## src/rtl/ysyx_23060184_fetch_pc_ctrl_if.sv

```systemverilog
// Fetch-side bundle between the PC controller, InstMem and decode.
// master = PC controller, slave = the surrounding memory/decode/backend.
interface ysyx_23060184_fetch_pc_ctrl_if #(
  parameter int DATA_WIDTH = 32
);
  logic                  Iready;
  logic                  Ivalid;
  logic                  Dready;
  logic                  stall;
  logic                  redirect_valid;
  logic [DATA_WIDTH-1:0] redirect_pc;
  logic                  Pvalid;
  logic [DATA_WIDTH-1:0] pc;
  logic [DATA_WIDTH-1:0] inst_pc;
  logic                  inst_kill;
  logic [31:0]           inst_count;

  modport master (
    input  Iready, Ivalid, Dready, stall, redirect_valid, redirect_pc,
    output Pvalid, pc, inst_pc, inst_kill, inst_count
  );

  modport slave (
    output Iready, Ivalid, Dready, stall, redirect_valid, redirect_pc,
    input  Pvalid, pc, inst_pc, inst_kill, inst_count
  );
endinterface

```

## src/rtl/ysyx_23060184_fetch_pc_ctrl.sv

```systemverilog
// PC generator and fetch-request controller feeding the InstMem AXI fetch unit.
// One fetch outstanding at most; redirects arriving while a fetch is in flight
// are parked in pend_pc and the returning instruction is flagged stale.
module ysyx_23060184_fetch_pc_ctrl #(
  parameter int                    DATA_WIDTH = 32,
  parameter logic [DATA_WIDTH-1:0] RESET_PC   = 32'h8000_0000,
  parameter int                    INST_BYTES = 4
) (
  input  logic                          clk,
  input  logic                          reset,
  ysyx_23060184_fetch_pc_ctrl_if.master fb
);

  localparam logic [1:0] ST_BOOT = 2'd0;
  localparam logic [1:0] ST_REQ  = 2'd1;
  localparam logic [1:0] ST_WAIT = 2'd2;
  localparam logic [1:0] ST_HOLD = 2'd3;

  logic [1:0]            state_q, state_d;
  logic [DATA_WIDTH-1:0] pc_q, pc_d;
  logic [DATA_WIDTH-1:0] inst_pc_q, inst_pc_d;
  logic                  inst_kill_q, inst_kill_d;
  logic [31:0]           inst_count_q, inst_count_d;
  logic                  pend_valid_q, pend_valid_d;
  logic [DATA_WIDTH-1:0] pend_pc_q, pend_pc_d;
  logic                  done;

  // Next-state and datapath decisions for the fetch sequencer
  always_comb begin
    state_d      = state_q;
    pc_d         = pc_q;
    inst_pc_d    = inst_pc_q;
    inst_kill_d  = inst_kill_q;
    inst_count_d = inst_count_q;
    pend_valid_d = pend_valid_q;
    pend_pc_d    = pend_pc_q;
    done         = (state_q == ST_WAIT) && fb.Ivalid && fb.Dready;

    case (state_q)
      ST_BOOT: begin
        state_d = fb.stall ? ST_HOLD : ST_REQ;
        if (fb.redirect_valid) pc_d = fb.redirect_pc;
      end
      ST_REQ: begin
        if (fb.Iready) begin
          // Request accepted; a same-edge redirect targets the fetch just
          // issued, so it is parked exactly as if it arrived during WAIT.
          state_d   = ST_WAIT;
          inst_pc_d = pc_q;
          if (fb.redirect_valid) begin
            pend_valid_d = 1'b1;
            pend_pc_d    = fb.redirect_pc;
            inst_kill_d  = 1'b1;
          end
        end else begin
          if (fb.redirect_valid) pc_d = fb.redirect_pc;
          if (fb.stall) state_d = ST_HOLD;
        end
      end
      ST_WAIT: begin
        if (done) begin
          if (!inst_kill_q) inst_count_d = inst_count_q + 32'd1;
          // A redirect on the completion edge belongs to the delivered
          // instruction, so it wins over any parked target and kills nothing.
          if (fb.redirect_valid)  pc_d = fb.redirect_pc;
          else if (pend_valid_q)  pc_d = pend_pc_q;
          else                    pc_d = pc_q + DATA_WIDTH'(INST_BYTES);
          pend_valid_d = 1'b0;
          inst_kill_d  = 1'b0;
          state_d      = fb.stall ? ST_HOLD : ST_REQ;
        end else if (fb.redirect_valid) begin
          pend_valid_d = 1'b1;
          pend_pc_d    = fb.redirect_pc;
          inst_kill_d  = 1'b1;
        end
      end
      default: begin
        if (fb.redirect_valid) pc_d = fb.redirect_pc;
        if (!fb.stall) state_d = ST_REQ;
      end
    endcase
  end

  // State registers; reset abandons any outstanding fetch immediately
  always_ff @(posedge clk or posedge reset) begin
    if (reset) begin
      state_q      <= ST_BOOT;
      pc_q         <= RESET_PC;
      inst_pc_q    <= '0;
      inst_kill_q  <= 1'b0;
      inst_count_q <= '0;
      pend_valid_q <= 1'b0;
      pend_pc_q    <= '0;
    end else begin
      state_q      <= state_d;
      pc_q         <= pc_d;
      inst_pc_q    <= inst_pc_d;
      inst_kill_q  <= inst_kill_d;
      inst_count_q <= inst_count_d;
      pend_valid_q <= pend_valid_d;
      pend_pc_q    <= pend_pc_d;
    end
  end

  assign fb.Pvalid     = (state_q == ST_REQ);
  assign fb.pc         = pc_q;
  assign fb.inst_pc    = inst_pc_q;
  assign fb.inst_kill  = inst_kill_q;
  assign fb.inst_count = inst_count_q;

endmodule

```

## src/flat_wrapper.sv

```systemverilog
// flat-port wrapper written by rule: the top's interface ports become plain ports
module ysyx_23060184_fetch_pc_ctrl_flat 
#(
  parameter int                    DATA_WIDTH = 32,
  parameter logic [DATA_WIDTH-1:0] RESET_PC   = 32'h8000_0000,
  parameter int                    INST_BYTES = 4
)
  (clk, reset, fb_Iready, fb_Ivalid, fb_Dready, fb_stall, fb_redirect_valid, fb_redirect_pc, fb_Pvalid, fb_pc, fb_inst_pc, fb_inst_kill, fb_inst_count);
  ysyx_23060184_fetch_pc_ctrl_if #(.DATA_WIDTH(DATA_WIDTH)) fb_i ();
  input  logic clk;
  input  logic reset;
  input wire logic [$bits(fb_i.Iready)-1:0] fb_Iready;
  input wire logic [$bits(fb_i.Ivalid)-1:0] fb_Ivalid;
  input wire logic [$bits(fb_i.Dready)-1:0] fb_Dready;
  input wire logic [$bits(fb_i.stall)-1:0] fb_stall;
  input wire logic [$bits(fb_i.redirect_valid)-1:0] fb_redirect_valid;
  input wire logic [$bits(fb_i.redirect_pc)-1:0] fb_redirect_pc;
  output wire logic [$bits(fb_i.Pvalid)-1:0] fb_Pvalid;
  output wire logic [$bits(fb_i.pc)-1:0] fb_pc;
  output wire logic [$bits(fb_i.inst_pc)-1:0] fb_inst_pc;
  output wire logic [$bits(fb_i.inst_kill)-1:0] fb_inst_kill;
  output wire logic [$bits(fb_i.inst_count)-1:0] fb_inst_count;
  assign fb_i.Iready = fb_Iready;
  assign fb_i.Ivalid = fb_Ivalid;
  assign fb_i.Dready = fb_Dready;
  assign fb_i.stall = fb_stall;
  assign fb_i.redirect_valid = fb_redirect_valid;
  assign fb_i.redirect_pc = fb_redirect_pc;
  assign fb_Pvalid = fb_i.Pvalid;
  assign fb_pc = fb_i.pc;
  assign fb_inst_pc = fb_i.inst_pc;
  assign fb_inst_kill = fb_i.inst_kill;
  assign fb_inst_count = fb_i.inst_count;
  ysyx_23060184_fetch_pc_ctrl #(.DATA_WIDTH(DATA_WIDTH), .RESET_PC(RESET_PC), .INST_BYTES(INST_BYTES)) u_core (.clk(clk), .reset(reset), .fb(fb_i));
endmodule
```

## config.mk

```make
export PLATFORM = sky130hd
export DESIGN_NAME = ysyx_23060184_fetch_pc_ctrl_flat
export DESIGN_NICKNAME = d
export VERILOG_FILES = /design/src/rtl/ysyx_23060184_fetch_pc_ctrl_if.sv /design/src/rtl/ysyx_23060184_fetch_pc_ctrl.sv /design/src/flat_wrapper.sv
export SDC_FILE = /design/constraint.sdc
export NUM_CORES = 1
export LEC_CHECK = 0
export BUFFER_PORTS_ARGS = -buffer_cell sky130_fd_sc_hd__buf_2
export CAP_MARGIN = 30
export CORE_ASPECT_RATIO = 0.5
export CORE_MARGIN = 2
export CORE_UTILIZATION = 59
export DETAILED_ROUTE_END_ITERATION = 10
export GPL_TIMING_DRIVEN = 0
export PLACE_DENSITY_LB_ADDON = 0.25
export SYNTH_ARGS = -nofsm -noshare
export SYNTH_HDL_FRONTEND = slang
export SYNTH_SLANG_ARGS = --single-unit
export TNS_END_PERCENT = 1
```

## constraint.sdc

```tcl
create_clock -name clk -period 12.1 [get_ports clk]
set_input_delay 3.025 -clock clk [delete_from_list [all_inputs] [get_ports clk]]
set_output_delay 3.025 -clock clk [all_outputs]
set_load 0.02 [all_outputs]
```

==> results of run 1 <==
[layout make-up]
cell class,instances,area (um^2),area share [%]
Multi-Input combinational cell,415,2940,37.2
Timing Repair Buffer,137,708,8.96
Tap cell,140,175,2.22
Sequential cell,132,3300,41.8
Clock inverter,9,150,1.90
Inverter,11,46.3,0.585
Buffer,25,103,1.30
Clock buffer,23,478,6.04
[cell families (layout without fill, tap and decap cells)]
group / after synthesis / after routing / synth area share, %
AOI/OAI and AO/OA: 99 / 99 / 9.73
xor gates and xnor gates: 50 / 50 / 6.85
adders and majority gates: 6 / 6 / 1.17
buffers and inverters: 36 / 205 / 2.25
DFF: 132 / 132 / 51.7
muxes: 68 / 68 / 11.9
and+or+nand+nor: 192 / 192 / 16.4
[sequential cells by signal (all words and copies together), names as in the netlist]
| name | flops |
|---|---|
| u_core.pend_pc_q | 32 |
| u_core.pend_valid_q | 1 |
| u_core.fb.pc | 32 |
| u_core.fb.inst_pc | 32 |
| u_core.fb.inst_kill | 1 |
| u_core.state_q | 2 |
| u_core.fb.inst_count | 32 |
[stage by stage]
| stage | power, uW | cell area (um^2) | std cells | setup slack, ns | hold WS, ns |
|---|---|---|---|---|---|
| after floorplan | 1300 | 6390 | 583 | 5.55 | 0.470 |
| after global placement | 1530 | 7250 | 859 | 4.10 | 0.459 |
| after detailed placement | 1570 | 7280 | 860 | 6.76 | 0.457 |
| after CTS | 2120 | 7910 | 892 | 7.17 | 0.469 |
| after global routing | 2240 | 7910 | 892 | 6.92 | 0.509 |
| final | 2130 | 7910 | 892 | 7.08 | 0.467 |
[placed cells by master (no fill, tap or decap), types with 10 or more instances in the layout]
cell / netlist / final
a21oi_1: 23 / 23
and3_1: 21 / 21
buf_2: 1 / 137
clkbuf_1: 16 / 19
clkbuf_16: 0 / 17
dfrtp_1: 131 / 131
inv_1: 11 / 10
mux2_2: 63 / 63
nand2_1: 59 / 59
nand3_1: 27 / 27
nand4_1: 12 / 12
nor2_1: 27 / 27
o21ai_0: 25 / 25
xnor2_1: 37 / 37
xor2_1: 13 / 13
[critical path: stages]
cell,delay [ns]
buf_2,0.10
nand2_1,0.08
clkbuf_1,0.42
o21a_1,0.43
clkbuf_1,0.44
clkbuf_1,0.54
nor2_1,0.10
o22ai_1,0.18
[path summary, 6_finish.rpt]
kind                                     startpoint                        to  slack [ns]  cells past startpoint
setup / recovery                          fb_Iready          u_core.fb.pc[12]        7.08                      8
setup reg to reg                  u_core.state_q[1]          u_core.fb.pc[12]        9.07                      9
hold / removal             u_core.fb.inst_count[31]  u_core.fb.inst_count[31]        0.47                      1
max in group asynchronous                     reset          u_core.fb.pc[31]        8.64                      3
hold reg to reg            u_core.fb.inst_count[31]  u_core.fb.inst_count[31]        0.47                      1
min in group asynchronous                     reset      u_core.pend_pc_q[15]        2.66                      2
[power breakdown]
part | internal [uW] | leakage (uW) | switching, uW
Clock | 360 | 0.000303 | 187
Sequential | 613 | 0.00163 | 156
Combinational | 332 | 0.00175 | 483
Total | 1300 | 0.00368 | 826
[routing by layer]
| layer | track usage, % | vias to the layer above | share of wire [%] |
|---|---|---|---|
| met5 | 0 | - | 0 |
| li1 | - | 2421 | - |
| met3 | 6.82 | 42 | 8.0 |
| met4 | 10.7 | 0 | 2.3 |
| met2 | 48.3 | 265 | 47 |
| met1 | 39.8 | 2640 | 43 |
==> impl_metrics.ini, run 1 <==
[yosys]
synth.most_common_cell = dfrtp_1
syn_area_per_cell_um2 = 11.0
yosys.area.top_type = dfrtp_1
syn_nets = 628
ys_top_cells_by_area = dfrtp_1 (51%), mux2_2 (11%), xnor2_1 (5.1%)
synth_edf_count = 0
ys_ff_latch = 132
ys.flop_type = dfrtp_1
ys_types = 56
ys_top_cells_by_count = dfrtp_1 (131), mux2_2 (63), nand2_1 (59), xnor2_1 (37)
synth.top_cell.area_share_pct = 51.3
synthesis.area_um2 = 6390
yosysWarningCount = 0
netlist_instances = 583
async_reset_ff_share_pct = 100
synth-seq-area-share_pct = 51.7

[clock_network]
h-tree-depth = 4
post-cts-setup-buffers = 0
numCtsBuffers = 17
post_cts_resized = 0
root_buffer = clkbuf_16
cts.path.max_buffers = 2
clk_latency_ns = 0.41
clk_pin_slew_worst_paths_ns = 0.06
cts_tree = yes
clock_sinks = 132
cts_hold_buf = 0

[floorplanning]
start_util_pct = 61.6
rows = 26
die_w_um = 151
core_um2 = 10400
io_pins = 137
die_y_um = 77.6
die_area_um2 = 11700

[drt]
routed_via_density = 6.02
drc = 0
antenna_left = 0
routedWlPerCell_um = 19.0
drt-total-wl_um = 17000
vias = 5368
drt_pass1_iterations = 5
drt-initial-drc-count = 511

[worst_setup_path]
critPathMaxFanout = 10
cp.required_ns = 12.42
critPathKind = in2reg
critPathArrivalTime_ns = 5.33
start_kind = input pin
cp-end-kind = flip-flop

[status]
status = completed

[global_routing]
grt_pass1_vias = 5204
antenna_found_initial = 0
grt_pass1_wl_um = 26800
track_usage_pct = 29.9
grt-ovfl-total = 0
grt_max_degree = 82

[final_layout]
final_core_util_pct = 76.2
fillCellCount = 668
drive_gt1_share_pct = 33.0
fin_nets = 784
area_growth_pct = 23.7
n_antenna_cell = 0

[placement]
gp_congestion = 0.844
dpl.hpwl_um = 11800
portBuffers = 136

[job]
cap_violations = 0

[sta]
post-route-period-util_pct = 41.5
clock-skew-final_ns = 0.00660
setup_viol_count_final = 0
drv_slew = 0
layout_min_cycle_time_ns = 5.02
tightest_slew_ns = 0.815
fmax_mhz = 199
hold_viol_final = 0
rsz0062_at_grt = false
slew_headroom_pct = 45.4
finalSetupTns_ns = 0

[min_path]
hold_path.class = reg2reg

[power]
max-vdd-ir-drop_mv = 0.157
leakagePower_uw = 0.00368
p_per_area_nw_per_um2 = 269
Note: power is estimated with default switching activity, not from simulation.
==> run 2: changes to the inputs <==
Settings changed: CORE_UTILIZATION 59 to 55.
Clock period 12.1 ns to 5.1 ns, I/O delays scaled along.
==> run 2 against run 1 <==
  * Wire length fell by 2.9%
  * Critical path depth did not move
  * Utilization fell by 5.5 points
  * Hold slack improved by 0.015 ns
  * Global-route usage fell by 3.0 points
  * Sequential power rose by 140%
  * Sequential cell count did not move
  * Non-clock buffer count did not move
  * Register-to-register slack got worse by 7.0 ns
==> impl_metrics.ini, run 2 (synthesized netlist as in run 1, its figures left out) <==
[status]
status = completed

[global_routing]
grt_pass1_vias = 5029
grt_pass1_wl_um = 25700
antenna_found_initial = 0
grt_max_degree = 101
grt-ovfl-total = 0
track_usage_pct = 26.9

[drt]
drt_pass1_iterations = 6
antenna_left = 0
routed_via_density = 5.86
drt-total-wl_um = 16500
vias = 5254
drt-initial-drc-count = 544
drc = 0
routedWlPerCell_um = 18.4

[placement]
portBuffers = 136
gp_congestion = 0.873
dp_cells = 865
dpl.hpwl_um = 11300
post-place-ws_ns = 1.50

[sta]
tightest_slew_ns = 0.819
slew_headroom_pct = 45.2
drv_slew = 0
hold_viol_final = 0
clock-skew-final_ns = 0.00861
layout_min_cycle_time_ns = 3.24
rsz0062_at_grt = false
setup_viol_count_final = 0
fmax_mhz = 308
setup_ws_ns = 1.86
post-route-period-util_pct = 63.6

[power]
leakagePower_uw = 0.00367
p_per_area_nw_per_um2 = 635
max-vdd-ir-drop_mv = 0.325

[clock_network]
clk_pin_slew_worst_paths_ns = 0.06
cts_hold_buf = 0
root_buffer = clkbuf_16
h-tree-depth = 4
clock_sinks = 132
post_cts_resized = 0
cts.path.max_buffers = 2
numCtsBuffers = 17
clk_latency_ns = 0.42
post-cts-setup-buffers = 0
cts_tree = yes

[floorplanning]
die_area_um2 = 12600
io_pins = 137
die_y_um = 80.2
start_util_pct = 57.3
rows = 27
die_w_um = 156
core_um2 = 11100

[worst_setup_path]
cp-end-kind = flip-flop
crit_path_top_delay_cell = clkbuf_1
crit_top_cell = clkbuf_1
critPathKind = in2reg
start_kind = input pin
slowest_delay_ns = 0.55
critPathArrivalTime_ns = 3.59
critical_path.cell_chain = buf_2 > nand2_1 > clkbuf_1 > o21a_1 > clkbuf_1 > clkbuf_1 > nand3_1 > nand4_1
critPathMaxFanout = 10
cp.required_ns = 5.44

[final_layout]
finalNonFillerCells = 897
final_common_cell = buf_2
area_growth_pct = 23.4
n_antenna_cell = 0
drive_gt1_share_pct = 32.7
fillCellCount = 848
layout_common_cells = buf_2 (137), dfrtp_1 (131), mux2_2 (63), nand2_1 (59), xnor2_1 (37)
fin_nets = 784

[job]
cap_violations = 0

[min_path]
hold_path.class = reg2reg
[run 2: cell count changes in the layout (fill, tap and decap cells not counted)]
cell	previous run	this run
clkinv_2	3	4
clkbuf_1	19	21
clkinvlp_4	2	1
clkbuf_8	3	0
clkinv_4	0	1
[run 2: per-layer routing]
metal / up-vias / global-route usage (%) / wire [um] / share of wire, %
met2: 225 / 42.5 / 7550 / 46
met4: 0 / 13.0 / 356 / 2.2
met5: - / 0 / 0 / 0
met3: 32 / 4.86 / 1140 / 6.9
met1: 2575 / 36.4 / 7430 / 45
li1: 2422 / - / - / -
[run 2: cell type report]
class | count | area [um^2] | share of cell area [%]
inverter | 11 | 46.3 | 0.587
timing repair buffer | 137 | 708 | 8.98
multi-input combinational | 415 | 2940 | 37.3
clock buffer | 22 | 444 | 5.63
sequential | 132 | 3300 | 41.9
tap | 145 | 181 | 2.30
clock inverter | 10 | 156 | 1.98
buffer | 25 | 103 | 1.30
[run 2: critical path, delay by kind of cell]
family                 cells  cell delay [ns]
AND/OR/NAND/NOR            3             0.36
AO/OA/AOI/OAI              1             0.43
buffers and inverters      4             1.52
[run 2: worst paths after layout]
kind	from	end	slack, ns	cells after the start
max reg2reg	u_core.state_q[1]	u_core.fb.pc[22]	2.11	9
min	u_core.fb.inst_count[10]	u_core.fb.inst_count[10]	0.48	1
min in group asynchronous	reset	u_core.fb.inst_count[29]	0.84	2
max in group asynchronous	reset	u_core.fb.pc[31]	3.46	3
min reg2reg	u_core.fb.inst_count[10]	u_core.fb.inst_count[10]	0.48	1
max	fb_Iready	u_core.fb.pc[22]	1.86	8
[run 2: where the power goes]
part           switching [uW]  internal, uW  total [uW]
logic                    1140           785        1920
registers                 360          1450        1810
clock network             461           816        1280
total                    1960          3050        5010
[run 2: metrics by stage]
step	util, %	total power, uW	area [um^2]	hold slack, ns	TNS (ns)
2_1_floorplan	-	3080	6390	0.470	0
3_3_place_gp	65.1	3640	7250	0.466	-158.93
3_5_place_dp	65.4	3720	7290	0.471	0
4_1_cts	70.7	5010	7890	0.486	0
5_1_grt	70.7	5260	7890	0.511	0
6_report	70.7	5010	7890	0.482	0
==> run 3: changes to the inputs <==
Settings changed: CORE_UTILIZATION 55 to 49.
Clock period 5.1 ns to 2.74 ns, I/O delays scaled along.
==> run 3 against run 2 <==
  * Wire length increased by 0.92%
  * Clock power up 72%
  * Largest cell class unchanged
  * Die area is 12% higher
  * Via count grew 0.84%
  * Critical endpoint is now u_core.fb.pc[13]
  * Combinational power rose by 86%
  * Global-route usage shrank 2.2 points
  * Sequential cell count did not move
  * Register-to-register slack lost 2.1 ns
==> impl_metrics.ini, run 3 (synthesized netlist as in run 1, its figures left out) <==
[status]
status = completed

[sta]
slew_headroom_pct = 52.3
hold_ws_ns = 0.311
drv_slew = 0
clock-skew-final_ns = 0.00842
setup_viol_count_final = 0
rsz0062_at_grt = true
hold_viol_final = 0
post-route-period-util_pct = 98.1
fmax_mhz = 372
layout_min_cycle_time_ns = 2.69
finalSetupTns_ns = 0
tightest_slew_ns = 0.715

[clock_network]
clk_latency_ns = 0.42
h-tree-depth = 4
numCtsBuffers = 17
cts_hold_buf = 0
clk_pin_slew_worst_paths_ns = 0.06
post-cts-setup-buffers = 0
cts.path.max_buffers = 2
root_buffer = clkbuf_16
clock_sinks = 132
cts_tree = yes

[final_layout]
drive_gt1_share_pct = 34.6
fin_nets = 786
area_growth_pct = 24.2
n_antenna_cell = 0
layout_common_cells = buf_2 (137), dfrtp_1 (131), mux2_2 (63), nand2_1 (59), xnor2_1 (37)
final_core_util_pct = 62.5
finalNonFillerCells = 924
final_common_cell = buf_2
design_area_um2 = 7940

[power]
p_sw_uw = 3650
internal_power_uw = 5500
clkPwrFrac_pct = 24.0
pwr-share-comb_pct = 39.1
p_per_area_nw_per_um2 = 1150
leakagePower_uw = 0.00369
p_seq_share_pct = 36.9
swShare_pct = 39.9
max-vdd-ir-drop_mv = 0.550

[global_routing]
grt_pass1_vias = 5011
grt-ovfl-total = 0
antenna_found_initial = 0
grt_pass1_wl_um = 26500
grt_max_degree = 42
track_usage_pct = 24.8

[worst_setup_path]
cp-end-kind = flip-flop
crit_family = simple AND/OR/NAND/NOR gates
cp.required_ns = 3.04
critPathKind = reg2reg
critPathMaxFanout = 10
critical_path.cell_chain = inv_1 > ha_1 > nand2b_1 > clkbuf_1 > nor2_2 > nand2_1 > o221a_2
slowest_delay_ns = 0.49
crit_buf_inv = 2
crit_path_top_delay_cell = nor2_2
critPathArrivalTime_ns = 2.99
start_kind = flip-flop

[floorplanning]
rows = 29
die_y_um = 84.8
start_util_pct = 50.3
die_w_um = 166
io_pins = 137
die_area_um2 = 14000
core_um2 = 12700

[drt]
drt-initial-drc-count = 475
drt-total-wl_um = 16600
met2_length_um = 7390
routedWlPerCell_um = 18.0
antenna_left = 0
routed.top_layer = met4
wl_met1_um = 7620
wl_met3_um = 1250
routed_via_density = 5.73
drt_pass1_iterations = 6
drc = 0
vias = 5298

[placement]
dpl.hpwl_um = 11700
portBuffers = 136
place_area_um2 = 7350
gp_congestion = 0.845
dp_cells = 892

[job]
cap_violations = 0

[min_path]
hold_path.class = in2async
==> run 3: power groups by stage <==
stage	logic, uW	registers [uW]	clock network (uW)
finish	3570	3380	2200
global route	3860	3500	2310
CTS	3560	3360	2230
detailed placement	3540	3390	0
global placement	3450	3350	0
floorplan	1910	3830	0
==> run 3: final cells by class <==
type                    count  area [um^2]
clock buffers              21          470
clock inverters            11          103
flip-flops and latches    132         3300
well taps                 170          213
plain buffers              25          111
multi-input cells         415         2950
fillers                  1018         4760
repair buffers            139          741
inverters                  11         45.0
==> run 3: through the flow <==
step	setup WS, ns	power [uW]
3_5_place_dp	-0.227	6920
2_1_floorplan	0.419	5730
4_1_cts	0.00287	9160
5_1_grt	-0.108	9670
3_3_place_gp	-0.486	6800
6_report	0.0508	9150
==> run 3: path summary, 6_finish.rpt <==
check	start	to	slack [ns]	depth (start not counted)
max	u_core.state_q[0]	u_core.fb.pc[13]	0.05	7
min	reset	u_core.fb.inst_count[27]	0.31	2
max reg2reg	u_core.state_q[0]	u_core.fb.pc[13]	0.05	7
min reg2reg	u_core.fb.inst_count[31]	u_core.fb.inst_count[31]	0.48	1
max in group asynchronous	reset	u_core.fb.pc[31]	1.26	5
min in group clk	u_core.fb.inst_count[31]	u_core.fb.inst_count[31]	0.48	1
==> run 3: what timing repair did <==
| item | CTS | global route |
|---|---|---|
| hold endpoints to repair | 0 | 0 |
| pin swaps | 0 | 0 |
| resized for setup | 4 | 8 |
| endpoints found under the setup margin | 18 | 26 |
==> run 3: metal layers <==
layer  GRT usage, %  up-vias
li1               -     2430
met1           35.8     2603
met2           37.2      230
met3           4.74       35
met4           9.33        0
met5              0        -
